File: config.mk
export PLATFORM = sky130hd
export DESIGN_NAME = riscv_alu_issue
export DESIGN_NICKNAME = d
export VERILOG_FILES = /design/src/rtl/riscv_alu_issue_pkg.sv /design/src/rtl/riscv_alu_issue_decode.sv /design/src/rtl/riscv_alu_issue.sv
export SDC_FILE = /design/constraint.sdc
export NUM_CORES = 1
export LEC_CHECK = 0
export CORE_ASPECT_RATIO = 1.4
export CORE_UTILIZATION = 30
export CTS_BUF_LIST = sky130_fd_sc_hd__clkbuf_8
export CTS_CLUSTER_DIAMETER = 200
export DETAILED_ROUTE_END_ITERATION = 8
export PLACE_DENSITY = 0.57
export SKIP_LAST_GASP = 1
export SLEW_MARGIN = 20
export SYNTH_ARGS = -nofsm -noshare
export SYNTH_HDL_FRONTEND = slang
export SYNTH_SLANG_ARGS = --single-unit
File: constraint.sdc
create_clock -name clk -period 5.4 [get_ports clk]
set_clock_uncertainty 0.2 [all_clocks]
set_input_delay 1.62 -clock clk [delete_from_list [all_inputs] [get_ports clk]]
set_output_delay 1.62 -clock clk [all_outputs]
set_load 0.02 [all_outputs]
File: src/rtl/riscv_alu_issue_pkg.sv
// rtl/riscv_alu_issue_pkg.sv - shared ALU control codes, RV32I opcode constants and decoded-op struct
package riscv_alu_issue_pkg;

    localparam logic [4:0] ALU_NONE  = 5'd0;
    localparam logic [4:0] ALU_ADD   = 5'd1;
    localparam logic [4:0] ALU_ADDI  = 5'd2;
    localparam logic [4:0] ALU_OR    = 5'd3;
    localparam logic [4:0] ALU_ORI   = 5'd4;
    localparam logic [4:0] ALU_XOR   = 5'd5;
    localparam logic [4:0] ALU_XORI  = 5'd6;
    localparam logic [4:0] ALU_AND   = 5'd7;
    localparam logic [4:0] ALU_ANDI  = 5'd8;
    localparam logic [4:0] ALU_SUB   = 5'd9;
    localparam logic [4:0] ALU_SLT   = 5'd10;
    localparam logic [4:0] ALU_SLTI  = 5'd11;
    localparam logic [4:0] ALU_SLTU  = 5'd12;
    localparam logic [4:0] ALU_SLTIU = 5'd13;
    localparam logic [4:0] ALU_SLLI  = 5'd14;
    localparam logic [4:0] ALU_SRLI  = 5'd15;
    localparam logic [4:0] ALU_SRAI  = 5'd16;
    localparam logic [4:0] ALU_SLL   = 5'd17;
    localparam logic [4:0] ALU_SRL   = 5'd18;
    localparam logic [4:0] ALU_SRA   = 5'd19;

    localparam logic [6:0] OPC_OP    = 7'b0110011;
    localparam logic [6:0] OPC_OPIMM = 7'b0010011;
    localparam logic [6:0] F7_BASE   = 7'b0000000;
    localparam logic [6:0] F7_ALT    = 7'b0100000;

    typedef struct packed {
        logic [4:0]  ctrl;
        logic        bsel;
        logic [31:0] imm;
        logic [4:0]  rs1;
        logic [4:0]  rs2;
        logic [4:0]  rd;
        logic        illegal;
    } dec_t;

endpackage

File: src/rtl/riscv_alu_issue_decode.sv
// rtl/riscv_alu_issue_decode.sv - combinational RV32I OP/OP-IMM decode into ALU control fields
module riscv_alu_decode
    import riscv_alu_issue_pkg::*;
(
    input  logic [31:0] instr_i,
    output logic [4:0]  alu_ctrl_o,
    output logic        bsel_o,
    output logic [31:0] imm_o,
    output logic [4:0]  rs1_o,
    output logic [4:0]  rs2_o,
    output logic [4:0]  rd_o,
    output logic        illegal_o
);

    logic [6:0] opcode;
    logic [2:0] f3;
    logic [6:0] f7;

    assign opcode = instr_i[6:0];
    assign f3     = instr_i[14:12];
    assign f7     = instr_i[31:25];
    assign rs1_o  = instr_i[19:15];
    assign rs2_o  = instr_i[24:20];
    assign rd_o   = instr_i[11:7];

    always_comb begin
        alu_ctrl_o = ALU_NONE;
        bsel_o     = 1'b0;
        imm_o      = 32'd0;
        illegal_o  = 1'b0;
        case (opcode)
            OPC_OP: begin
                if (f7 == F7_BASE) begin
                    case (f3)
                        3'b000:  alu_ctrl_o = ALU_ADD;
                        3'b001:  alu_ctrl_o = ALU_SLL;
                        3'b010:  alu_ctrl_o = ALU_SLT;
                        3'b011:  alu_ctrl_o = ALU_SLTU;
                        3'b100:  alu_ctrl_o = ALU_XOR;
                        3'b101:  alu_ctrl_o = ALU_SRL;
                        3'b110:  alu_ctrl_o = ALU_OR;
                        default: alu_ctrl_o = ALU_AND;
                    endcase
                end else if (f7 == F7_ALT && f3 == 3'b000) begin
                    alu_ctrl_o = ALU_SUB;
                end else if (f7 == F7_ALT && f3 == 3'b101) begin
                    alu_ctrl_o = ALU_SRA;
                end else begin
                    illegal_o = 1'b1;
                end
            end
            OPC_OPIMM: begin
                bsel_o = 1'b1;
                imm_o  = {{20{instr_i[31]}}, instr_i[31:20]};
                case (f3)
                    3'b000: alu_ctrl_o = ALU_ADDI;
                    3'b010: alu_ctrl_o = ALU_SLTI;
                    3'b011: alu_ctrl_o = ALU_SLTIU;
                    3'b100: alu_ctrl_o = ALU_XORI;
                    3'b110: alu_ctrl_o = ALU_ORI;
                    3'b111: alu_ctrl_o = ALU_ANDI;
                    3'b001: begin
                        // Shift immediates carry only the 5-bit shamt, zero-extended.
                        imm_o = {27'd0, instr_i[24:20]};
                        if (f7 == F7_BASE) alu_ctrl_o = ALU_SLLI;
                        else               illegal_o  = 1'b1;
                    end
                    default: begin
                        imm_o = {27'd0, instr_i[24:20]};
                        if (f7 == F7_BASE)     alu_ctrl_o = ALU_SRLI;
                        else if (f7 == F7_ALT) alu_ctrl_o = ALU_SRAI;
                        else                   illegal_o  = 1'b1;
                    end
                endcase
            end
            default: illegal_o = 1'b1;
        endcase
    end

endmodule

File: src/rtl/riscv_alu_issue.sv
// rtl/riscv_alu_issue.sv - decode/issue stage with 2-entry skid buffer and illegal-op counter
module riscv_alu_issue
    import riscv_alu_issue_pkg::*;
#(
    parameter int CNT_W = 16
) (
    input  logic             clk,
    input  logic             rst,
    input  logic             flush,
    input  logic             in_valid,
    output logic             in_ready,
    input  logic [31:0]      Instr,
    output logic             out_valid,
    input  logic             out_ready,
    output logic [4:0]       ALU_Ctrl,
    output logic             Bsel,
    output logic [31:0]      Imm,
    output logic [4:0]       rs1,
    output logic [4:0]       rs2,
    output logic [4:0]       rd,
    output logic             illegal,
    output logic [CNT_W-1:0] illegal_cnt
);

    dec_t             dec;
    dec_t             head_q, head_d, skid_q, skid_d;
    logic             head_vld_q, head_vld_d, skid_vld_q, skid_vld_d;
    logic             in_ready_q;
    logic [CNT_W-1:0] cnt_q, cnt_d;
    logic             accept, pop;

    riscv_alu_decode u_decode (
        .instr_i    (Instr),
        .alu_ctrl_o (dec.ctrl),
        .bsel_o     (dec.bsel),
        .imm_o      (dec.imm),
        .rs1_o      (dec.rs1),
        .rs2_o      (dec.rs2),
        .rd_o       (dec.rd),
        .illegal_o  (dec.illegal)
    );

    assign accept = in_valid & in_ready_q;
    assign pop    = head_vld_q & out_ready;

    always_comb begin
        head_d     = head_q;
        skid_d     = skid_q;
        head_vld_d = head_vld_q;
        skid_vld_d = skid_vld_q;
        cnt_d      = cnt_q;
        if (pop && head_q.illegal && cnt_q != {CNT_W{1'b1}}) begin
            cnt_d = cnt_q + CNT_W'(1);
        end
        if (flush) begin
            head_vld_d = 1'b0;
            skid_vld_d = 1'b0;
        end else if (pop) begin
            // A held skid entry means in_ready was low, so no accept can coincide.
            if (skid_vld_q) begin
                head_d     = skid_q;
                skid_vld_d = 1'b0;
            end else if (accept) begin
                head_d = dec;
            end else begin
                head_vld_d = 1'b0;
            end
        end else if (accept) begin
            if (head_vld_q) begin
                skid_d     = dec;
                skid_vld_d = 1'b1;
            end else begin
                head_d     = dec;
                head_vld_d = 1'b1;
            end
        end
    end

    always_ff @(posedge clk or posedge rst) begin
        if (rst) begin
            head_q     <= '0;
            skid_q     <= '0;
            head_vld_q <= 1'b0;
            skid_vld_q <= 1'b0;
            in_ready_q <= 1'b0;
            cnt_q      <= '0;
        end else begin
            head_q     <= head_d;
            skid_q     <= skid_d;
            head_vld_q <= head_vld_d;
            skid_vld_q <= skid_vld_d;
            in_ready_q <= ~skid_vld_d;
            cnt_q      <= cnt_d;
        end
    end

    assign in_ready    = in_ready_q;
    assign out_valid   = head_vld_q;
    assign ALU_Ctrl    = head_q.ctrl;
    assign Bsel        = head_q.bsel;
    assign Imm         = head_q.imm;
    assign rs1         = head_q.rs1;
    assign rs2         = head_q.rs2;
    assign rd          = head_q.rd;
    assign illegal     = head_q.illegal;
    assign illegal_cnt = cnt_q;

endmodule

# After elaboration in Yosys (flattened, before gate mapping)
# Cells that the tools add are included.
[totals]
rom_bits = 0
latchBits = 0
register_bits = 127
elab_cells = 85
ram_bits = 0
memories = 0
inputBits = 37
[op_classes]
addsub = 1
bitwise_logic = 5
n_mul = 0
n_reduce_logical = 13
shift = 0
n_div = 0
n_lt_le_gt_ge = 0
n_eq_ne = 14
n_mux = 34
[ops]
columns = ["operator", "n"]
rows = [
  ["54-bit two-way mux", 5],
  ["5-bit one-hot mux with 7 select lines", 2],
  ["32-bit two-way mux", 2],
  ["5-bit two-way mux", 5],
  ["16-bit by 1-bit adder with 16-bit output (second input constant)", 1],
  ["1-bit two-way mux", 16],
  ["16-bit != test (second input constant)", 1],
  ["7-bit by 6-bit equality test with 1-bit output (second input constant)", 2],
  ["3-bit equality test (second input constant)", 4],
  ["5-bit one-hot mux with 2 select lines", 1],
  ["4-bit AND reduction", 2],
  ["7-bit by 5-bit equality test with 1-bit output (second input constant)", 1],
  ["7-bit logical NOT", 1],
  ["3-bit by 2-bit equality test with 1-bit output (second input constant)", 2],
  ["3-bit != test (second input constant)", 2],
  ["6-bit OR reduction", 1],
  ["1-bit logical AND", 4],
  ["4-bit two-way mux", 1],
  ["1-bit one-hot mux with 2 select lines", 2],
  ["2-bit nonzero test", 2],
  ["3-bit by 1-bit equality test with 1-bit output (second input constant)", 1],
  ["3-bit logical NOT", 1],
  ["1-bit inverter", 3],
  ["3-bit AND reduction", 1],
  ["other kinds (3)", 4],
]

# Longest topological paths before layout
[logic_depth]
word_depth = 9
depth_mapped = 7

# Cells and area by module
# A second synthesis with hierarchy kept.
[unflattened]
hier_cells = 530
area_unflattened_um2 = 6080.8
[by_module_without_submodules]
columns = ["module", "cells_per_inst", "area_per_inst_um2", "instances", "seq_area_each_um2"]
rows = [
  ["riscv_alu_issue", 431, 5407.7, 1, 3178.0],
  ["riscv_alu_decode", 99, 673.1, 1, 0.0],
]

# Worst setup path before layout
# OpenSTA, ideal clock, no wires.
[synth_timing]
path_kind = "in2reg"
from = "input Instr[25]"
to = "register head_q (netlist bit ALU_Ctrl[3])"
setup_time_ns = 0.086
cell_stages = 5
required_ns = 5.114
arrival_ns = 2.781
setup_slack_ns = 2.333
n_path_buf = 0
cell_sequence = "nor4_2 > nor3b_4 > nand3_2 > o31a_1 > o221ai_2"
[synth_between]
elab_chain_len = 8
[synth_lines]
columns = ["item", "line", "rtl"]
rows = [
  ["start, declared", "riscv_alu_issue.sv:12", "input logic [31:0] Instr,"],
  ["7-bit by 6-bit equality test with 1-bit output", "riscv_alu_issue_decode.sv:44", "end else if (f7 == F7_ALT && f3 == 3'b000) begin"],
  ["1-bit logical AND", "riscv_alu_issue_decode.sv:44", ""],
  ["5-bit two-way mux", "riscv_alu_issue_decode.sv:44", ""],
  ["5-bit two-way mux", "riscv_alu_issue_decode.sv:33", "if (f7 == F7_BASE) begin"],
  ["5-bit one-hot mux with 2 select lines *", "riscv_alu_issue_decode.sv:31", "case (opcode)"],
  ["54-bit two-way mux (on tied branches)", "riscv_alu_issue.sv:69, riscv_alu_issue.sv:63", ""],
  ["54-bit two-way mux (on tied branches)", "riscv_alu_issue.sv:68, riscv_alu_issue.sv:60", ""],
  ["54-bit two-way mux *", "riscv_alu_issue.sv:58", "end else if (pop) begin"],
  ["end signal, assigned", "riscv_alu_issue.sv:81", "head_q <= '0;"],
  ["end signal, assigned", "riscv_alu_issue.sv:88", "head_q <= head_d;"],
  ["end, declared", "riscv_alu_issue.sv:26", "dec_t head_q, head_d, skid_q, skid_d;"],
]
# Every way passes the cells marked *; elsewhere a longest branch is shown, timed or not. The select of a mux whose other input is x is not followed.
# A chain may end at the register's enable or synchronous reset.

# Final worst setup path
[layout_timing]
from = "register head_q (netlist bit Imm[30])"
to = "output Imm[30]"
[layout_lines]
columns = ["item", "line", "rtl"]
rows = [
  ["end, declared", "riscv_alu_issue.sv:17", "output logic [31:0] Imm,"],
]
# No word-level cell between the ends.

==> run_results.csv <==
group,metric,value,unit
run_status,result_of_the_run,"finished clean",
layout,nFillCells,1417,
synthesis,synth.yosys.seq_area_share,51.31,%
cts,worstSkewPairLatency,0.37,ns
floorplanning,total_die_area,14630,um2
layout,sequential_cell_area,2177,um2
floorplanning,core_area,13850,um2
floorplanning,top_level_ports,109,
timing,timing.final.setup_violations,0,
layout,design.final.nets,588,
setup_path,crit_required,3.58,ns
placement,dpl.hpwl,7268,um
synthesis,syn-mean-instance-area,8.970,um2
layout,postLayoutCoreUtil,39.83,%
routing,vias,3501,
setup_path,critical_path_peak_fanout,22,
setup_path,cp-start-kind,"flip-flop",
global_routing,largest_net_degree_at_the_start_of_global_routing,71,
synthesis,ys_ff_latch,87,
synthesis,postSynthCellCount,473,
cts,holdBufCountCts,0,
global_routing,grt_residual_overflow,0,
setup_path,critical_path.cell_chain,"clkdlybuf4s50_1",
synthesis,yosysTopAreaCellShare,51.31,%
timing,maxSlewViolCount,0,
job,drv.max_cap_violation_count,0,
power,power.share.sequential,46.5,%
cts,cts.clk_slew.worst_paths,0.09,ns
cts,cts_inserted_buffers,9,
layout,mostFrequentLayoutCell,"sky130_fd_sc_hd__nand2_1",
layout,final_cell_area,5515,um2
timing,fmax,272.9,MHz
synthesis,ys.warnings.count,0,
floorplanning,die-height,142.7,um
power,power_switching,573.0,uW
routing,antenna_left,0,
routing,wl_per_cell,14.21,um
synthesis,synth_top_flop_cell,"sky130_fd_sc_hd__dfrtp_1",
cts,cts_root_buffer,"sky130_fd_sc_hd__clkbuf_8",
setup_path,critical-path-max-stage-delay,0.74,ns
global_routing,groute.usage.overall,14.77,%
cts,h-tree-depth,3,
setup_path,crit_path_end_kind,"output port",
placement,port_buffers,108,
global_routing,global_route_wire_length_before_repair,16730,um
timing,timing.slew.headroom,36.51,%
layout,post_route_cells_drive_above_1_share,7.207,%
timing,period_needed,3.664,ns
synthesis,synth_area_leaders,"sky130_fd_sc_hd__dfrtp_1 (51%), sky130_fd_sc_hd__nand2_1 (12%), sky130_fd_sc_hd__a31oi_1 (5.2%)",
floorplanning,starting_density,30.64,%
synthesis,synth_nets,511,
global_routing,first_global_vias,3385,
timing,finalCritPeriodShare,67.86,%
layout,syn2layout_area_growth,29.99,%
routing,drc,0,
cts,clock-sinks,87,
layout,multiInputGateArea,1757,um2
placement,gpl.final_weighted_congestion,0.8110,
synthesis,post_synth_num_cell_types,55,
placement,placed_area,5319,um2
timing,worstMarginPinSlew,0.9472,ns
power,power_frac_comb,27.3,%
setup_path,critPathTopFamily,"flip-flops",
cts,setup_bufs_post_cts,0,
routing,drt_first_pass_iters,5,
timing,unrepaired_setup_endpoints_after_global_routing,"no",
cts,ctsLongestPathBuffers,2,
setup_path,critPathArrivalTime,1.84,ns
routing,drtIter0Drc,187,
cts,tritoncts_clock_tree,"built",
synthesis,synth_edf_count,0,
power,total_power_per_unit_cell_area,319.1,nW/um2
synthesis,post_synth_instance_area,4243,um2
layout,most-common-layout-cells,"sky130_fd_sc_hd__nand2_1 (133), sky130_fd_sc_hd__clkdlybuf4s50_1 (108), sky130_fd_sc_hd__dfrtp_1 (87), sky130_fd_sc_hd__nor2_1 (42), sky130_fd_sc_hd__a31oi_1 (35)",
setup_path,critical_path_class,"reg2out",
power,power.switching_fraction,32.56,%
timing,fin_setup_tns,0,ns
power,pwr-share-clk,26.2,%
setup_path,cp.buffers_inverters,1,
global_routing,antenna_found_initial,0,
layout,n_antenna_cell,0,
power,p_int,1.187,mW
setup_path,crit_path_top_delay_cell,"sky130_fd_sc_hd__dfrtp_1",
routing,drt_wl_total,10520,um
floorplanning,placementRows,51,
hold_path,min_path_type,"reg2reg",
synthesis,async_reset_ff_share,100.0,%
timing,holdWs,0.2816,ns
synthesis,synth_top_cell_by_area,"sky130_fd_sc_hd__dfrtp_1",
cts,post_cts.resized_instances,0,
setup_path,reg2reg_slack,3.07,ns
power,irDropWorstVdd,143.9,uV
routing,via_per_inst,4.731,
floorplanning,die_width,102.5,um
power,cellLeakagePower,2.358,nW
timing,number_of_hold_slack_violations_in_the_final_timing_report,0,
## path summary, 6_finish.rpt
kind / start / to / depth (start not counted)
max: Imm[30] / Imm[30] / 1
min: skid_q[24] / skid_q[24] / 2
max reg2reg: out_valid / ALU_Ctrl[2] / 6
min reg2reg: skid_q[24] / skid_q[24] / 2
max in group asynchronous: rst / skid_q[0] / 3
min in group asynchronous: rst / rs1[0] / 2
## per-layer routing
| layer | part of all wire [%] | global-route usage (%) | up-vias | routed length, um |
|---|---|---|---|---|
| li1 | - | - | 1738 | - |
| met2 | 51 | 25.40 | 75 | 5394 |
| met4 | 1.7 | 6.316 | 0 | 182 |
| met5 | 0 | 0 | - | 0 |
| met1 | 43 | 18.01 | 1679 | 4502 |
| met3 | 4.1 | 2.349 | 9 | 436 |
## cells in the mapped netlist, types with 2 or more instances
master,instances
sky130_fd_sc_hd__nand2_1,133
sky130_fd_sc_hd__dfrtp_1,87
sky130_fd_sc_hd__nor2_1,42
sky130_fd_sc_hd__a31oi_1,35
sky130_fd_sc_hd__nand3_1,33
sky130_fd_sc_hd__buf_4,24
sky130_fd_sc_hd__buf_2,11
sky130_fd_sc_hd__clkbuf_1,11
sky130_fd_sc_hd__a21oi_1,8
sky130_fd_sc_hd__and3_1,7
sky130_fd_sc_hd__o21ai_1,7
sky130_fd_sc_hd__xnor2_1,7
sky130_fd_sc_hd__inv_1,6
sky130_fd_sc_hd__nand4_1,5
sky130_fd_sc_hd__nor2b_1,5
sky130_fd_sc_hd__o21ai_0,4
sky130_fd_sc_hd__xor2_1,3
sky130_fd_sc_hd__a211o_1,2
sky130_fd_sc_hd__and4_1,2
sky130_fd_sc_hd__buf_6,2
sky130_fd_sc_hd__mux2i_1,2
sky130_fd_sc_hd__nor3_1,2
sky130_fd_sc_hd__o22a_1,2
sky130_fd_sc_hd__o31a_1,2
## per-stage QoR
step                power (mW)  setup slack (ns)  std cells
finish                   1.760             1.736        740
global route             1.854             1.604        740
CTS                      1.783             1.679        740
detailed placement       1.319             1.421        724
global placement         1.309             1.437        724
floorplan                1.098             1.330        473
## power by group through the flow
stage	Combinational, mW	Sequential, mW	Clock (mW)
after floorplan	0.213	0.885	0
after global placement	0.480	0.829	0
after detailed placement	0.485	0.834	0
after CTS	0.487	0.821	0.475
after global routing	0.521	0.832	0.501
final	0.481	0.818	0.461
## flip-flops by register name, indices dropped and copies added, names as in the netlist, 5 cells and up
signal / flops
rd: 5
rs2: 5
rs1: 5
Imm: 12
illegal_cnt: 16
ALU_Ctrl: 5
skid_q: 34
## cell type report
| class | instances | share of cell area [%] |
|---|---|---|
| Clock buffer | 9 | 2.246 |
| Clock inverter | 7 | 1.293 |
| Inverter | 7 | 0.5218 |
| Multi-Input combinational cell | 331 | 31.85 |
| Sequential cell | 87 | 39.47 |
| Tap cell | 185 | 4.197 |
| Timing Repair Buffer | 114 | 20.42 |
## cell families (layout without fill, tap and decap cells)
logic type,Yosys count,count (layout),synth area share [%]
and+or+nand+nor,243,243,25.92
DFF,87,87,51.31
AOI/OAI and AO/OA,73,73,11.74
buffers and inverters,55,137,7.667
xor gates and xnor gates,10,10,2.064
muxes,4,4,1.003
adders and majority gates,1,1,0.2949
Note: power is estimated with default switching activity, not from simulation.
